**src/rtl/div_req_sequencer_if.sv**
```systemverilog
// Bundle between the hue logic, the div_gen_0 channels and the response consumer.
// Optional DIV_PERF_CNT_EN adds the cnt_issued / cnt_dbz counters.
interface div_req_sequencer_if #(
  parameter int TAG_W = 4
);
  // Handshake rule (req and rsp): a transfer happens on a rising clk edge where
  // valid && ready; valid and payload hold until accepted, and ready never waits on valid.
  // The divider channels have no ready: a tvalid pulse is always consumed.
  logic             req_valid;
  logic             req_ready;
  logic [8:0]       req_dividend;
  logic [7:0]       req_divisor;
  logic [TAG_W-1:0] req_tag;

  logic [7:0]       div_dividend_tdata;
  logic             div_dividend_tvalid;
  logic [7:0]       div_divisor_tdata;
  logic             div_divisor_tvalid;
  logic [15:0]      div_dout_tdata;
  logic             div_dout_tvalid;
  logic             div_dout_tuser;

  logic             rsp_valid;
  logic             rsp_ready;
  logic [16:0]      rsp_result;
  logic [TAG_W-1:0] rsp_tag;
  logic             rsp_dbz;

  logic             err_spurious;
`ifdef DIV_PERF_CNT_EN
  logic [15:0]      cnt_issued;
  logic [15:0]      cnt_dbz;
`endif

  modport master (
    output req_valid, req_dividend, req_divisor, req_tag, rsp_ready,
    output div_dout_tdata, div_dout_tvalid, div_dout_tuser,
    input  req_ready, div_dividend_tdata, div_dividend_tvalid,
    input  div_divisor_tdata, div_divisor_tvalid,
    input  rsp_valid, rsp_result, rsp_tag, rsp_dbz, err_spurious
`ifdef DIV_PERF_CNT_EN
    , input cnt_issued, cnt_dbz
`endif
  );

  modport slave (
    input  req_valid, req_dividend, req_divisor, req_tag, rsp_ready,
    input  div_dout_tdata, div_dout_tvalid, div_dout_tuser,
    output req_ready, div_dividend_tdata, div_dividend_tvalid,
    output div_divisor_tdata, div_divisor_tvalid,
    output rsp_valid, rsp_result, rsp_tag, rsp_dbz, err_spurious
`ifdef DIV_PERF_CNT_EN
    , output cnt_issued, cnt_dbz
`endif
  );
endinterface

```
**src/rtl/div_req_sequencer.sv**
```systemverilog
// Credit-based request sequencer around div_gen_0: issues magnitudes, restores sign,
// returns tagged Q9.8 results in order. Optional macro: DIV_PERF_CNT_EN (perf counters).
module div_req_sequencer #(
  parameter int DEPTH = 8,
  parameter int TAG_W = 4
) (
  input logic                clk,
  input logic                rstn,
  div_req_sequencer_if.slave bus
);
  localparam int AW = $clog2(DEPTH);
  localparam logic [AW:0] MAX_CREDITS = (AW+1)'(DEPTH);

  logic [AW:0] credits;
  logic        req_fire, rsp_fire;
  logic [8:0]  mag9;
  logic [7:0]  mag;

  // Sideband FIFO: tag and sign of each op waiting on the divider.
  logic [TAG_W-1:0] sb_tag [DEPTH];
  logic             sb_neg [DEPTH];
  logic [AW:0]      sb_wr, sb_rd;
  logic             sb_empty;

  // Result FIFO: everything the response port presents.
  logic [TAG_W-1:0] rf_tag [DEPTH];
  logic             rf_dbz [DEPTH];
  logic [16:0]      rf_res [DEPTH];
  logic [AW:0]      rf_wr, rf_rd;
  logic             rf_empty, rf_full;

  logic        cap_ok, spurious, overflow, rf_we;
  logic [16:0] mag17, cap_res;
  logic        issue_v;
  logic [7:0]  issue_dd, issue_ds;
  logic        err_q;

  // Gating with rstn keeps every output low while reset is held.
  assign bus.req_ready = rstn && (credits < MAX_CREDITS);
  assign req_fire      = bus.req_valid && bus.req_ready;
  assign rsp_fire      = bus.rsp_valid && bus.rsp_ready;

  // -256 has no 8-bit magnitude, so it saturates to 255.
  assign mag9 = bus.req_dividend[8] ? (~bus.req_dividend + 9'd1) : bus.req_dividend;
  assign mag  = mag9[8] ? 8'hFF : mag9[7:0];

  assign sb_empty = (sb_wr == sb_rd);
  assign rf_empty = (rf_wr == rf_rd);
  assign rf_full  = (rf_wr[AW] != rf_rd[AW]) && (rf_wr[AW-1:0] == rf_rd[AW-1:0]);

  assign spurious = bus.div_dout_tvalid && sb_empty;
  assign cap_ok   = bus.div_dout_tvalid && !sb_empty;
  assign overflow = cap_ok && rf_full && !rsp_fire;
  assign rf_we    = cap_ok && !overflow;

  assign mag17   = {1'b0, bus.div_dout_tdata};
  assign cap_res = bus.div_dout_tuser ? 17'd0 :
                   (sb_neg[sb_rd[AW-1:0]] ? (17'd0 - mag17) : mag17);

  always_ff @(posedge clk or negedge rstn) begin
    if (!rstn) begin
      issue_v  <= 1'b0;
      issue_dd <= 8'd0;
      issue_ds <= 8'd0;
    end else if (req_fire) begin
      issue_v  <= 1'b1;
      issue_dd <= mag;
      issue_ds <= bus.req_divisor;
    end else begin
      issue_v  <= 1'b0;
      issue_dd <= 8'd0;
      issue_ds <= 8'd0;
    end
  end

  assign bus.div_dividend_tvalid = issue_v;
  assign bus.div_divisor_tvalid  = issue_v;
  assign bus.div_dividend_tdata  = issue_dd;
  assign bus.div_divisor_tdata   = issue_ds;

  always_ff @(posedge clk or negedge rstn) begin
    if (!rstn) begin
      credits <= '0;
      sb_wr   <= '0;
      sb_rd   <= '0;
      rf_wr   <= '0;
      rf_rd   <= '0;
      err_q   <= 1'b0;
    end else begin
      unique case ({req_fire, rsp_fire})
        2'b10:   credits <= credits + 1'b1;
        2'b01:   credits <= credits - 1'b1;
        default: credits <= credits;
      endcase
      if (req_fire) sb_wr <= sb_wr + 1'b1;
      if (cap_ok)   sb_rd <= sb_rd + 1'b1;
      if (rf_we)    rf_wr <= rf_wr + 1'b1;
      if (rsp_fire) rf_rd <= rf_rd + 1'b1;
      if (spurious || overflow) err_q <= 1'b1;
    end
  end

  always_ff @(posedge clk) begin
    if (req_fire) begin
      sb_tag[sb_wr[AW-1:0]] <= bus.req_tag;
      sb_neg[sb_wr[AW-1:0]] <= bus.req_dividend[8];
    end
    if (rf_we) begin
      rf_tag[rf_wr[AW-1:0]] <= sb_tag[sb_rd[AW-1:0]];
      rf_dbz[rf_wr[AW-1:0]] <= bus.div_dout_tuser;
      rf_res[rf_wr[AW-1:0]] <= cap_res;
    end
  end

  assign bus.rsp_valid    = !rf_empty;
  assign bus.rsp_result   = rf_empty ? 17'd0 : rf_res[rf_rd[AW-1:0]];
  assign bus.rsp_tag      = rf_empty ? '0 : rf_tag[rf_rd[AW-1:0]];
  assign bus.rsp_dbz      = rf_empty ? 1'b0 : rf_dbz[rf_rd[AW-1:0]];
  assign bus.err_spurious = err_q;

`ifdef DIV_PERF_CNT_EN
  logic [15:0] cnt_issued_q, cnt_dbz_q;

  always_ff @(posedge clk or negedge rstn) begin
    if (!rstn) begin
      cnt_issued_q <= 16'd0;
      cnt_dbz_q    <= 16'd0;
    end else begin
      if (req_fire)                         cnt_issued_q <= cnt_issued_q + 16'd1;
      if (cap_ok && bus.div_dout_tuser)     cnt_dbz_q    <= cnt_dbz_q + 16'd1;
    end
  end

  assign bus.cnt_issued = cnt_issued_q;
  assign bus.cnt_dbz    = cnt_dbz_q;
`endif
endmodule

```
**src/flat_wrapper.sv**
```systemverilog
// flat-port wrapper written by rule: the top's interface ports become plain ports
module div_req_sequencer_flat 
#(
  parameter int DEPTH = 8,
  parameter int TAG_W = 4
)
  (clk, rstn, bus_req_valid, bus_req_dividend, bus_req_divisor, bus_req_tag, bus_rsp_ready, bus_div_dout_tdata, bus_div_dout_tvalid, bus_div_dout_tuser, bus_req_ready, bus_div_dividend_tdata, bus_div_dividend_tvalid, bus_div_divisor_tdata, bus_div_divisor_tvalid, bus_rsp_valid, bus_rsp_result, bus_rsp_tag, bus_rsp_dbz, bus_err_spurious);
  div_req_sequencer_if #(.TAG_W(TAG_W)) bus_i ();
  input logic clk;
  input logic rstn;
  input wire logic [$bits(bus_i.req_valid)-1:0] bus_req_valid;
  input wire logic [$bits(bus_i.req_dividend)-1:0] bus_req_dividend;
  input wire logic [$bits(bus_i.req_divisor)-1:0] bus_req_divisor;
  input wire logic [$bits(bus_i.req_tag)-1:0] bus_req_tag;
  input wire logic [$bits(bus_i.rsp_ready)-1:0] bus_rsp_ready;
  input wire logic [$bits(bus_i.div_dout_tdata)-1:0] bus_div_dout_tdata;
  input wire logic [$bits(bus_i.div_dout_tvalid)-1:0] bus_div_dout_tvalid;
  input wire logic [$bits(bus_i.div_dout_tuser)-1:0] bus_div_dout_tuser;
  output wire logic [$bits(bus_i.req_ready)-1:0] bus_req_ready;
  output wire logic [$bits(bus_i.div_dividend_tdata)-1:0] bus_div_dividend_tdata;
  output wire logic [$bits(bus_i.div_dividend_tvalid)-1:0] bus_div_dividend_tvalid;
  output wire logic [$bits(bus_i.div_divisor_tdata)-1:0] bus_div_divisor_tdata;
  output wire logic [$bits(bus_i.div_divisor_tvalid)-1:0] bus_div_divisor_tvalid;
  output wire logic [$bits(bus_i.rsp_valid)-1:0] bus_rsp_valid;
  output wire logic [$bits(bus_i.rsp_result)-1:0] bus_rsp_result;
  output wire logic [$bits(bus_i.rsp_tag)-1:0] bus_rsp_tag;
  output wire logic [$bits(bus_i.rsp_dbz)-1:0] bus_rsp_dbz;
  output wire logic [$bits(bus_i.err_spurious)-1:0] bus_err_spurious;
  assign bus_i.req_valid = bus_req_valid;
  assign bus_i.req_dividend = bus_req_dividend;
  assign bus_i.req_divisor = bus_req_divisor;
  assign bus_i.req_tag = bus_req_tag;
  assign bus_i.rsp_ready = bus_rsp_ready;
  assign bus_i.div_dout_tdata = bus_div_dout_tdata;
  assign bus_i.div_dout_tvalid = bus_div_dout_tvalid;
  assign bus_i.div_dout_tuser = bus_div_dout_tuser;
  assign bus_req_ready = bus_i.req_ready;
  assign bus_div_dividend_tdata = bus_i.div_dividend_tdata;
  assign bus_div_dividend_tvalid = bus_i.div_dividend_tvalid;
  assign bus_div_divisor_tdata = bus_i.div_divisor_tdata;
  assign bus_div_divisor_tvalid = bus_i.div_divisor_tvalid;
  assign bus_rsp_valid = bus_i.rsp_valid;
  assign bus_rsp_result = bus_i.rsp_result;
  assign bus_rsp_tag = bus_i.rsp_tag;
  assign bus_rsp_dbz = bus_i.rsp_dbz;
  assign bus_err_spurious = bus_i.err_spurious;
  div_req_sequencer #(.DEPTH(DEPTH), .TAG_W(TAG_W)) u_core (.clk(clk), .rstn(rstn), .bus(bus_i));
endmodule
```
**config.mk**
```make
export PLATFORM = sky130hd
export DESIGN_NAME = div_req_sequencer_flat
export DESIGN_NICKNAME = d
export VERILOG_FILES = /design/src/rtl/div_req_sequencer_if.sv /design/src/rtl/div_req_sequencer.sv /design/src/flat_wrapper.sv
export SDC_FILE = /design/constraint.sdc
export NUM_CORES = 1
export LEC_CHECK = 0
export BUFFER_PORTS_ARGS = -buffer_cell sky130_fd_sc_hd__buf_2
export CAP_MARGIN = 20
export CORE_MARGIN = 3
export CORE_UTILIZATION = 54
export DETAILED_ROUTE_END_ITERATION = 6
export PLACE_DENSITY = 0.74
export SYNTH_ARGS = -nofsm -noshare
export SYNTH_HDL_FRONTEND = slang
export SYNTH_SLANG_ARGS = --single-unit
export TNS_END_PERCENT = 100
```
**constraint.sdc**
```tcl
create_clock -name clk -period 4.1 [get_ports clk]
set_clock_uncertainty 0.2 [all_clocks]
set_input_delay 0.41 -clock clk [delete_from_list [all_inputs] [get_ports clk]]
set_output_delay 0.41 -clock clk [all_outputs]
set_load 0.01 [all_outputs]
```
==> metrics.txt <==
GRT Residual Overflow 0; Max H-tree Level 1; num rows 50; Min-Delay Endpoint u_core.bus.div_dividend_tdata[2]$_DFF_PN0_; area growth from synthesis to layout 16.8%; Ports 86; CP max FO 47; Final min period between 3 and 4 ns; Post-Syn Instances 597; Post-synth ARST share 0.150; Global Route met3 Usage 0.0335; Max Freq 303 MHz; GR peak layer met2; routing usage on met1 0.256; Core Region approximately 19000 sq um; vias in the first global route 6093; Primary FF master, synth edfxtp_1; clock latency on the worst-skew pair 0.51 ns; post-synthesis cell area 10600 sq um; initial core utilization 0.558; pin count of the biggest net entering global routing 48; total chip power 9080 uW; #FFs+latches synth 254; Seq. cell area 7440 sq um; hold path depth 3; Post-synth EDFFs around 220; Tot GR Track Use 0.191; Root Buffer clkbuf_16; CTS tree yes; Final #Nets 763; WP data required 3.49 ns; IO buf count 85; DP Wirelength 12.2 mm; syn_nets 649; post-DR wirelength/cell a little over 20 um; Worst Tran Pin Value roughly 1.0 ns; synth unique cells 52; Finish-stage setup viols 0; CP arrival 2.69 ns; Peak supply drop 0.000389 V; Worst-path clk slew 0.06 ns; via count 5656; r2r endpoint u_core.rf_res[3][15]$_DFFE_PP_; clock tree buffer depth 3; drt pass-1 iters 4; Filler Cell Count 1361; placer congestion estimate 0.800; Final Cycle Share 0.805; most frequent cells in the layout edfxtp_1 (216), buf_2 (87), mux4_2 (54); TritonCTS Buffers 26; Hold Path Origin bus_req_dividend[2]; status complete, no violations; initial antenna violation count 0; unrepaired setup endpoints after global routing no; total setup buffers inserted after CTS 0; # clock sinks 254; leading cell type in the layout, fill and taps excluded edfxtp_1; sequential fraction of the synthesis area 0.700; Reg2Reg Depth 5; CP Launch Type flop; YS warnings 0; initial DRC count 310; Die H 146 um; die footprint between 20000 and 25000 sq um; power density cells 732 nW/um^2; HP Class input port to flop; met2 Use GR 0.331; first-pass GRT wire length 32.3 mm; TNS Setup 0 ns; Relative slew margins 0.303; Final Max Slew Viols 0; antenna diode count 0; DRT antenna net count 0; Via density 5.71; final hold viol count 0; mean area per synthesized cell 17.8 sq um; WS Path Type flop to primary output; # DRC 0; multi-input combinational cell area 3020 sq um; crit end category primary output; max cap viols 0; LEAKAGE 0.00458 uW; share of layout cells above drive strength 1 0.294; Die Wd 146 um; reg2reg setup slack ~1.1 ns; final wirelength 20.1 mm; r2r startpoint u_core.sb_rd[1]$_DFFE_PN0P_
## metal layers
layer | vias to the layer above | routed length (um)
met5 | - | 0
met4 | 0 | 342
met3 | 26 | 1360
met2 | 184 | 10300
met1 | 2888 | 8130
li1 | 2558 | -
## cell families after synthesis
kind of cell / Yosys count / synth area share
compound gates: 44 / 0.0275
buf+inv: 44 / 0.0183
fa+ha+maj: 9 / 0.0106
xor+xnor: 29 / 0.0239
simple gates: 123 / 0.0652
flops: 254 / 0.700
mux: 94 / 0.154
## synth_stat cells (11+ instances only)
master / number / area share
buf_2: 12 / 0.0057
edfxtp_1: 216 / 0.61
dfrtp_1: 38 / 0.090
inv_1: 12 / 0.0042
a21oi_1: 19 / 0.0090
clkbuf_1: 11 / 0.0039
mux4_2: 54 / 0.11
xor2_1: 23 / 0.019
nor2_1: 50 / 0.018
mux2i_1: 24 / 0.023
## critical path: stages, from the launching register on
cell,delay [ns]
dfrtp_2,0.37
buf_4,0.68
mux4_2,0.59
mux2i_1,0.23
nor2_1,0.09
buf_2,0.16
## state kept, by name, summed over array words and instances, names as in the netlist
name	cells
u_core.bus.div_divisor_tdata	8
u_core.rf_res	136
u_core.rf_dbz	8
u_core.sb_neg	8
u_core.bus.div_dividend_tdata	8
u_core.sb_wr	4
u_core.sb_tag	32
u_core.rf_wr	4
u_core.rf_tag	32
u_core.rf_rd	4
u_core.credits	4
u_core.bus.err_spurious	1
u_core.sb_rd	4
u_core.bus.div_dividend_tvalid	1
## cell type report
cell class,instances,area share
Sequential cell,254,0.600
Multi-Input combinational cell,299,0.243
Timing Repair Buffer,118,0.0577
Clock buffer,30,0.0554
Tap cell,260,0.0262
Clock inverter,18,0.0140
Inverter,12,0.00363
## where the power goes
| group | total [uW] | switching, uW | internal (uW) |
|---|---|---|---|
| combinational | 3010 | 1680 | 1330 |
| sequential | 3750 | 252 | 3500 |
| clock | 2320 | 929 | 1390 |
| total | 9080 | 2860 | 6220 |
## worst max-delay path by stage
stage	from	slack, ns	end
floorplan	u_core.sb_wr[0]$_DFFE_PN0P_	0.67	u_core.rf_dbz[7]$_DFFE_PP_
global placement	u_core.sb_rd[1]$_DFFE_PN0P_	0.96	u_core.rf_dbz[3]$_DFFE_PP_
detailed placement	u_core.sb_rd[1]$_DFFE_PN0P_	1.06	u_core.rf_res[7][1]$_DFFE_PP_
CTS	u_core.rf_rd[0]$_DFFE_PN0P_	0.75	bus_rsp_tag[3]
global route	u_core.rf_rd[0]$_DFFE_PN0P_	0.61	bus_rsp_result[4]
finish	u_core.rf_rd[0]$_DFFE_PN0P_	0.80	bus_rsp_result[0]
## repair_timing
item,CTS,global route
gates resized for setup,0,0
hold endpoints to repair,81,0
hold buffers,16,0
## metrics by stage
step | setup WS [ns] | area (sq um) | hold WS (ns) | std cells | utilization
after floorplan | 0.668 | 10600 | -0.0856 | 597 | -
after global placement | 0.961 | 11400 | 0.242 | 924 | 0.597
after detailed placement | 1.06 | 11400 | 0.242 | 926 | 0.598
after CTS | 0.747 | 12400 | 0.0285 | 990 | 0.652
after global routing | 0.611 | 12400 | 0.0440 | 991 | 0.652
final | 0.800 | 12400 | 0.0512 | 991 | 0.652
No activity file was read; power rests on OpenSTA's default activity.
